`config.mk`:
```
export PLATFORM = sky130hd
export DESIGN_NAME = cam_initiator
export DESIGN_NICKNAME = d
export VERILOG_FILES = /design/src/rtl/cam_pkg.sv /design/src/rtl/cam_victim_ptr.sv /design/src/rtl/cam_initiator.sv
export SDC_FILE = /design/constraint.sdc
export NUM_CORES = 1
export LEC_CHECK = 0
export CAP_MARGIN = 30
export CORE_ASPECT_RATIO = 0.6
export CORE_MARGIN = 5
export CORE_UTILIZATION = 53
export CTS_CLUSTER_SIZE = 10
export DETAILED_ROUTE_END_ITERATION = 10
export PLACE_DENSITY = 0.95
export SYNTH_ARGS = -nofsm -noshare
export SYNTH_HDL_FRONTEND = slang
export SYNTH_SLANG_ARGS = --single-unit
```
`constraint.sdc`:
```
create_clock -name clk -period 12.47 [get_ports clk]
set_input_delay 2.494 -clock clk [delete_from_list [all_inputs] [get_ports clk]]
set_output_delay 2.494 -clock clk [all_outputs]
set_load 0.01 [all_outputs]
```
`src/rtl/cam_pkg.sv`:
```
// Shared constants and types for the CAM command initiator and its helpers.
package cam_pkg;

  localparam int CAM_WIDTH = 32;
  localparam int CAM_DEPTH = 32;
  localparam int CAM_IDX_W = $clog2(CAM_DEPTH);

  typedef enum logic [1:0] {
    OP_WRITE  = 2'b00,
    OP_READ   = 2'b01,
    OP_SEARCH = 2'b10,
    OP_INSERT = 2'b11
  } cam_op_e;

  typedef enum logic [2:0] {
    ST_IDLE,
    ST_EXEC,
    ST_SWAIT,
    ST_INS_WR,
    ST_RESP
  } cam_init_state_e;

  typedef struct packed {
    logic                 hit;
    logic                 err;
    logic [CAM_IDX_W-1:0] index;
    logic [CAM_WIDTH-1:0] data;
  } cam_rsp_t;

endpackage

```
`src/rtl/cam_victim_ptr.sv`:
```
// Round-robin victim row pointer for INSERT misses; wraps from DEPTH-1 back to 0.
module cam_victim_ptr #(
  parameter int DEPTH = 32,
  parameter int IDX_W = $clog2(DEPTH)
) (
  input  logic             clk,
  input  logic             rst_i,
  input  logic             inc,
  output logic [IDX_W-1:0] ptr_o
);

  always_ff @(posedge clk or posedge rst_i) begin
    if (rst_i) begin
      ptr_o <= '0;
    end else if (inc) begin
      ptr_o <= (ptr_o == IDX_W'(DEPTH - 1)) ? '0 : ptr_o + IDX_W'(1);
    end
  end

endmodule

```
`src/rtl/cam_initiator.sv`:
```
// Command-side master for the CAM: runs one WRITE/READ/SEARCH/INSERT at a time over registered
// CAM port signals and returns a single registered response over a valid/ready port.
module cam_initiator
  import cam_pkg::*;
#(
  parameter int DEPTH      = CAM_DEPTH,
  parameter int SEARCH_LAT = 1
) (
  input  logic                 clk,
  input  logic                 rst_i,
  input  logic                 cmd_valid_i,
  output logic                 cmd_ready_o,
  input  logic [1:0]           cmd_op_i,
  input  logic [CAM_IDX_W-1:0] cmd_index_i,
  input  logic [CAM_WIDTH-1:0] cmd_data_i,
  output logic                 rsp_valid_o,
  input  logic                 rsp_ready_i,
  output logic                 rsp_hit_o,
  output logic                 rsp_err_o,
  output logic [CAM_IDX_W-1:0] rsp_index_o,
  output logic [CAM_WIDTH-1:0] rsp_data_o,
  output logic                 cam_write_enable_o,
  output logic [CAM_IDX_W-1:0] cam_write_index_o,
  output logic [CAM_WIDTH-1:0] cam_write_data_o,
  output logic [CAM_IDX_W-1:0] cam_read_index_o,
  input  logic [CAM_WIDTH-1:0] cam_read_value_i,
  input  logic                 cam_read_valid_i,
  output logic                 cam_search_enable_o,
  output logic [CAM_WIDTH-1:0] cam_search_data_o,
  input  logic [CAM_IDX_W-1:0] cam_search_index_i,
  input  logic                 cam_search_valid_i
);

  localparam logic [7:0] LAT_LAST = 8'(SEARCH_LAT);

  cam_init_state_e      state;
  cam_op_e              op_q;
  logic [CAM_IDX_W-1:0] index_q;
  logic [CAM_WIDTH-1:0] data_q;
  logic                 oob_q;
  logic [7:0]           lat_cnt;
  cam_rsp_t             rsp_q;
  logic [CAM_IDX_W-1:0] victim_ptr;
  logic                 victim_inc;
  logic                 cmd_oob;

  assign cmd_oob    = int'(cmd_index_i) >= DEPTH;
  assign victim_inc = (state == ST_INS_WR);

  assign rsp_hit_o   = rsp_q.hit;
  assign rsp_err_o   = rsp_q.err;
  assign rsp_index_o = rsp_q.index;
  assign rsp_data_o  = rsp_q.data;

  cam_victim_ptr #(
    .DEPTH(DEPTH),
    .IDX_W(CAM_IDX_W)
  ) u_victim_ptr (
    .clk  (clk),
    .rst_i(rst_i),
    .inc  (victim_inc),
    .ptr_o(victim_ptr)
  );

  // CAM strobes are set up on the accept edge so they are already registered in EXEC;
  // out-of-range WRITE/READ skip the strobe and only report err from EXEC.
  always_ff @(posedge clk or posedge rst_i) begin
    if (rst_i) begin
      state               <= ST_IDLE;
      op_q                <= OP_WRITE;
      index_q             <= '0;
      data_q              <= '0;
      oob_q               <= 1'b0;
      lat_cnt             <= '0;
      rsp_q               <= '0;
      cmd_ready_o         <= 1'b1;
      rsp_valid_o         <= 1'b0;
      cam_write_enable_o  <= 1'b0;
      cam_write_index_o   <= '0;
      cam_write_data_o    <= '0;
      cam_read_index_o    <= '0;
      cam_search_enable_o <= 1'b0;
      cam_search_data_o   <= '0;
    end else begin
      case (state)
        ST_IDLE: begin
          if (cmd_valid_i) begin
            op_q        <= cam_op_e'(cmd_op_i);
            index_q     <= cmd_index_i;
            data_q      <= cmd_data_i;
            oob_q       <= cmd_oob;
            lat_cnt     <= '0;
            cmd_ready_o <= 1'b0;
            state       <= ST_EXEC;
            case (cam_op_e'(cmd_op_i))
              OP_WRITE: begin
                if (!cmd_oob) begin
                  cam_write_enable_o <= 1'b1;
                  cam_write_index_o  <= cmd_index_i;
                  cam_write_data_o   <= cmd_data_i;
                end
              end
              OP_READ: begin
                if (!cmd_oob) cam_read_index_o <= cmd_index_i;
              end
              default: begin
                cam_search_enable_o <= 1'b1;
                cam_search_data_o   <= cmd_data_i;
              end
            endcase
          end
        end
        ST_EXEC, ST_SWAIT: begin
          cam_write_enable_o <= 1'b0;
          if (op_q == OP_WRITE || op_q == OP_READ) begin
            rsp_q.hit   <= (op_q == OP_READ) && !oob_q && cam_read_valid_i;
            rsp_q.err   <= oob_q;
            rsp_q.index <= index_q;
            rsp_q.data  <= (op_q == OP_READ && !oob_q) ? cam_read_value_i : data_q;
            rsp_valid_o <= 1'b1;
            state       <= ST_RESP;
          end else if (lat_cnt == LAT_LAST) begin
            cam_search_enable_o <= 1'b0;
            rsp_q.err           <= 1'b0;
            rsp_q.data          <= data_q;
            if (op_q == OP_SEARCH || cam_search_valid_i) begin
              rsp_q.hit   <= cam_search_valid_i;
              rsp_q.index <= cam_search_index_i;
              rsp_valid_o <= 1'b1;
              state       <= ST_RESP;
            end else begin
              // INSERT miss: the write strobe rises on the same edge the search strobe drops
              cam_write_enable_o <= 1'b1;
              cam_write_index_o  <= victim_ptr;
              cam_write_data_o   <= data_q;
              rsp_q.hit          <= 1'b0;
              rsp_q.index        <= victim_ptr;
              state              <= ST_INS_WR;
            end
          end else begin
            lat_cnt <= lat_cnt + 8'd1;
            state   <= ST_SWAIT;
          end
        end
        ST_INS_WR: begin
          cam_write_enable_o <= 1'b0;
          rsp_valid_o        <= 1'b1;
          state              <= ST_RESP;
        end
        ST_RESP: begin
          if (rsp_ready_i) begin
            rsp_valid_o <= 1'b0;
            cmd_ready_o <= 1'b1;
            state       <= ST_IDLE;
          end
        end
        default: state <= ST_IDLE;
      endcase
    end
  end

endmodule

```
After elaboration in Yosys (flattened, before gate mapping). Cells that the tools add are included. W data, S select, Z words.

$add $sub $neg: 2. Multipliers: 0. Div/mod/pow operators: 0. Magnitude comparators: 0. Equal/unequal tests: 19. Shift-type cells: 0. Muxes and demuxes: 47. Bitwise operators: 1. Reductions and logical operators: 24.

Operators by type and width (count): $mux W32 (6); $mux W39 (2); $pmux W32 S2 (1); $mux W5 (7); $mux W8 (3); $mux W1 (16); $pmux W8 S2 (1); $mux W3 (5); $ne A2 B2 Y1 const B (7); $pmux W3 S4 (1); $reduce_and A3 Y1 (4); $pmux W5 S2 (1); $add A8 B1 Y8 const B (1); $eq A8 B1 Y1 const B (1); $reduce_and A4 Y1 (2); $eq A3 B2 Y1 const B (2); $ne A3 B3 Y1 const B (2); $pmux W1 S3 (2); $reduce_and A2 Y1 (3); $reduce_and A6 Y1 (1); $reduce_bool A2 Y1 (3); $reduce_bool A3 Y1 (2); $add A5 B1 Y5 const B (1); $eq A5 B5 Y1 const B (1); 13 further kinds (18).

Register bits: 172. Latch bits: 0. Memory bits (writable): 0. Bits in read-only memories: 0. Bits of input ports: 82. Output and inout bits: 117. Logic and storage cells: 111. Memories kept: 0.

Longest topological paths before layout.
Word-level depth: 6. Gate-level depth with buffers: 8. Gate-level depth less buffers: 6.

Cells and area by module. A second synthesis with hierarchy kept.

Cells, all modules: 748. Area total of the unflattened synthesis: 7418.4 µm².

Modules (own cells, without submodules): cam_initiator (instances 1, cells each 727, area each 7171.9 µm², sequential area each 4155.2 µm²); cam_victim_ptr (instances 1, cells each 21, area each 246.5 µm², sequential area each 125.1 µm²).

Least setup slack after synthesis. Ideal clock, no wire load.

Kind: input port to flip-flop. Start point: input port cmd_valid_i. End point: register cam_write_data_o[10]. Arrival: 3.799 ns. Path slack: 8.546 ns. Cell stages on the path: 5. Buffers on the path: 1. Path through: nor4b_4 nand2_1 a21oi_4 buf_4 mux2_2.

Word-level cells in the longest chain between the ends: 2.

RTL lines: from (decl) (line cam_initiator.sv:11) `input logic cmd_valid_i,`; $ne A2 B2 Y1 (no source line); $reduce_and A6 Y1 (no source line); to (signal assigned) (line cam_initiator.sv:100) `cam_write_data_o <= cmd_data_i;`; to (signal assigned) (line cam_initiator.sv:135) `cam_write_data_o <= data_q;`; to (decl) (line cam_initiator.sv:24) `output logic [CAM_WIDTH-1:0] cam_write_data_o,`.

Every way passes these cells. A chain may end at the register's enable or synchronous reset.

Worst setup path in the final report.
Start point: input port cmd_valid_i. End point: register cam_write_index_o[0].

Word-level cells in the longest chain between the ends: 2.

RTL lines: $ne A2 B2 Y1 (no source line); $reduce_and A6 Y1 (no source line); to (signal assigned) (line cam_initiator.sv:99) `cam_write_index_o <= cmd_index_i;`; to (signal assigned) (line cam_initiator.sv:134) `cam_write_index_o <= victim_ptr;`; to (decl) (line cam_initiator.sv:23) `output logic [CAM_IDX_W-1:0] cam_write_index_o,`.

Every way passes these cells.

==> impl_metrics.toml <==
[logic_synthesis]
ys.flop_type = "dfrtp_1"
netlist_area_um2 = 7710
yosys.area_share.simple = 0.0960
synthArstFlopShare = 1.00
synth_top_family_by_area = "multiplexers"
synthMuxAreaShare = 0.223
synth_edf_count = 0
synth-adder-area-share = 0.00795
synth_compound_area_frac = 0.0858
ys_seq_elements = 171
syn-num-nets = 753
synthXorXnorAreaFrac = 0.00341
synth.avg_cell_area_um2 = 11.6
synth-seq-area-share = 0.555
yosys_warnings = 0
syn_inst = 667
synth_cell_types = 46

[pwr]
power_switching_share = 0.378
leakage_nw = 4.51
p_int_mw = 1.86
power_density_nw_per_um2 = 287
vdd_drop_max_mv = 0.164
comb_power_share = 0.488
seqPwrFrac = 0.346
p_clk_frac = 0.166
p_switching_mw = 1.13

[timing]
setup_viol = 0
period_minus_slack_ns = 5.11
tns_ns = 0
min_period_over_period = 0.410
slew_violations = 0
grt_setup_unrepaired = "no"
fmax_ghz = 0.196
clock_skew_ns = 0.0191
finalHoldViolations = 0
worstMarginPinSlew_ns = 0.989
maxSlewHeadroom = 0.339

[setup_path]
rrSetupSlack_ns = 9.43
critPathLaunchType = "input port"
required_ns = 12.75
path_class = "in -> reg"
r2r_cells = 6
crit_path_end_kind = "flip-flop"
critPathArrivalTime_ns = 5.40
r2r-start = "state[1]$_DFFE_PP0P_"
worstReg2RegEnd = "cam_write_index_o[0]$_DFFE_PP0P_"
path_max_fanout = 45

[global_route]
use_met2 = 0.384
grt_use_met3 = 0.0874
grt_max_degree = 94
antenna_found_initial = 0
grt-busiest-layer = "met2"
grt_util_met1 = 0.326
overflow = 0
grt_pass1_wl_um = 33200
grt_pass1_vias = 6189
grt_use_total = 0.243

[place]
finalWeightedCongestion = 0.807
dp_hpwl_um = 14200
portBuffers = 197

[job]
drv_cap = 0

[status]
outcome = "finished clean"

[clock_network]
ctsHtreeMaxLevel = 4
post_cts_buffers = 0
cts_sinks = 171
cts_root_buffer = "clkbuf_16"
clock_latency_ns = 0.42
cts_buffers = 17
cts_tree = "yes"
cts_resized = 0
cts_hold_buf = 0
clockBufferDepth = 2
clk_pin_slew_ns = 0.08

[die]
core-area_um2 = 14400
die_area_um2 = 17100
die_w_um = 166
start_util = 0.536
io_pins = 199
row_count = 34
dieHeight_um = 103

[cells_and_area]
mostFrequentLayoutCells = "197 x clkdlybuf4s50_1, 170 x dfrtp_1, 125 x nand2_1"
synthToLayoutAreaGrowth_pct = 35.4
final_core_util = 0.726
drive_gt1_frac = 0.197
layout_commonest_cell = "clkdlybuf4s50_1"
nets = 935
antenna_cells = 0

[routing]
vias = 5896
via_per_inst = 5.56
wl_per_cell_um = 19.6
remaining_drc_errors = 0
ant_nets = 0
drt-initial-drc-count = 458
first_pass_iters = 5
wl_um = 20800

[hold_path]
hold_class = "reg -> reg"
hold_end = "index_q[0]$_DFFE_PP0P_"
min_path_cells = 2
hp-start = "index_q[0]$_DFFE_PP0P_"
## stage by stage
step / hold WS, ns / cell area [um2] / setup slack (ns) / instances / power [mW]
after floorplan: 0.447 / 7710 / 5.35 / 667 / 1.84
after global placement: 0.460 / 9820 / 7.01 / 1025 / 2.42
after detailed placement: 0.467 / 9860 / 6.95 / 1027 / 2.50
after CTS: 0.485 / 10400 / 7.37 / 1059 / 3.01
after global routing: 0.515 / 10400 / 7.23 / 1060 / 3.18
final: 0.485 / 10400 / 7.36 / 1060 / 3.00
## logic make-up after synthesis
| group | Yosys count |
|---|---|
| AO/OA/AOI/OAI | 111 |
| buffers and inverters | 47 |
| multiplexers | 157 |
| AND/OR/NAND/NOR | 172 |
| flip-flops | 171 |
| other | 1 |
| XOR/XNOR | 3 |
| adder cells (fa/ha/maj) | 5 |
## power groups by stage
stage                     Sequential (mW)  Clock, mW  Combinational (mW)
after floorplan                      1.07          0               0.779
after global placement               1.02          0                1.40
after detailed placement             1.04          0                1.46
after CTS                            1.03      0.505                1.47
after global routing                 1.07      0.533                1.58
final                                1.04      0.498                1.46
## final cells by class
class | instances | area (um2)
Timing Repair Buffer | 206 | 2090
Fill cell | 1024 | 3930
Tap cell | 198 | 248
Multi-Input combinational cell | 449 | 3250
Sequential cell | 171 | 4280
Clock inverter | 12 | 106
Inverter | 4 | 20.0
Clock buffer | 20 | 447
## registers in the layout (all words and copies together), names as in the netlist
| name | cells |
|---|---|
| cam_write_index_o | 5 |
| cam_search_data_o | 32 |
| rsp_data_o | 32 |
| state | 3 |
| cam_read_index_o | 5 |
| index_q | 5 |
| cam_write_data_o | 32 |
| cam_search_enable_o | 1 |
| op_q | 2 |
| lat_cnt | 8 |
| rsp_valid_o | 1 |
| cam_write_enable_o | 1 |
| u_victim_ptr.ptr_o | 5 |
| rsp_index_o | 5 |
| data_q | 32 |
| rsp_hit_o | 1 |
| cmd_ready_o | 1 |
## critical path, cell delays in order
cell and delay [ns]:
clkdlybuf4s50_1 0.62, nor4b_4 0.25, buf_4 0.50, nand2_1 0.17
a21oi_4 0.53, buf_4 0.42, mux2_2 0.38
## layer usage
layer / wire (um) / up-vias / part of all wire
met4: 265 / 0 / 0.013
met3: 1640 / 26 / 0.079
li1: - / 2718 / -
met5: 0 / - / 0
met1: 9270 / 2924 / 0.45
met2: 9580 / 228 / 0.46
## cells in the mapped netlist (all sizes together), types with 3 or more instances
library cell	count	area [um2]
dfrtp	170	4250
mux2i	37	370
nor2	17	63.8
inv	4	15.0
nand2b	4	25.0
nand3b	4	30.0
nand2	127	477
buf	15	97.6
a211o	3	26.3
nand3	6	30.0
ha	4	50.1
mux2	120	1350
a31oi	36	225
clkbuf	28	105
or3	3	18.8
o21ai	10	50.0
a21oi	49	257
## worst max path at each step
stage	start	endpoint	cells after the start
detailed placement	cmd_valid_i	cam_write_data_o[15]$_DFFE_PP0P_	7
CTS	cmd_valid_i	cam_write_index_o[0]$_DFFE_PP0P_	7
global placement	cmd_valid_i	cam_write_data_o[15]$_DFFE_PP0P_	7
floorplan	rst_i	cam_read_index_o[0]$_DFFE_PP0P_	1
global route	cmd_valid_i	cam_write_index_o[3]$_DFFE_PP0P_	7
finish	cmd_valid_i	cam_write_index_o[0]$_DFFE_PP0P_	7
Power figures use the tool's default switching activity.
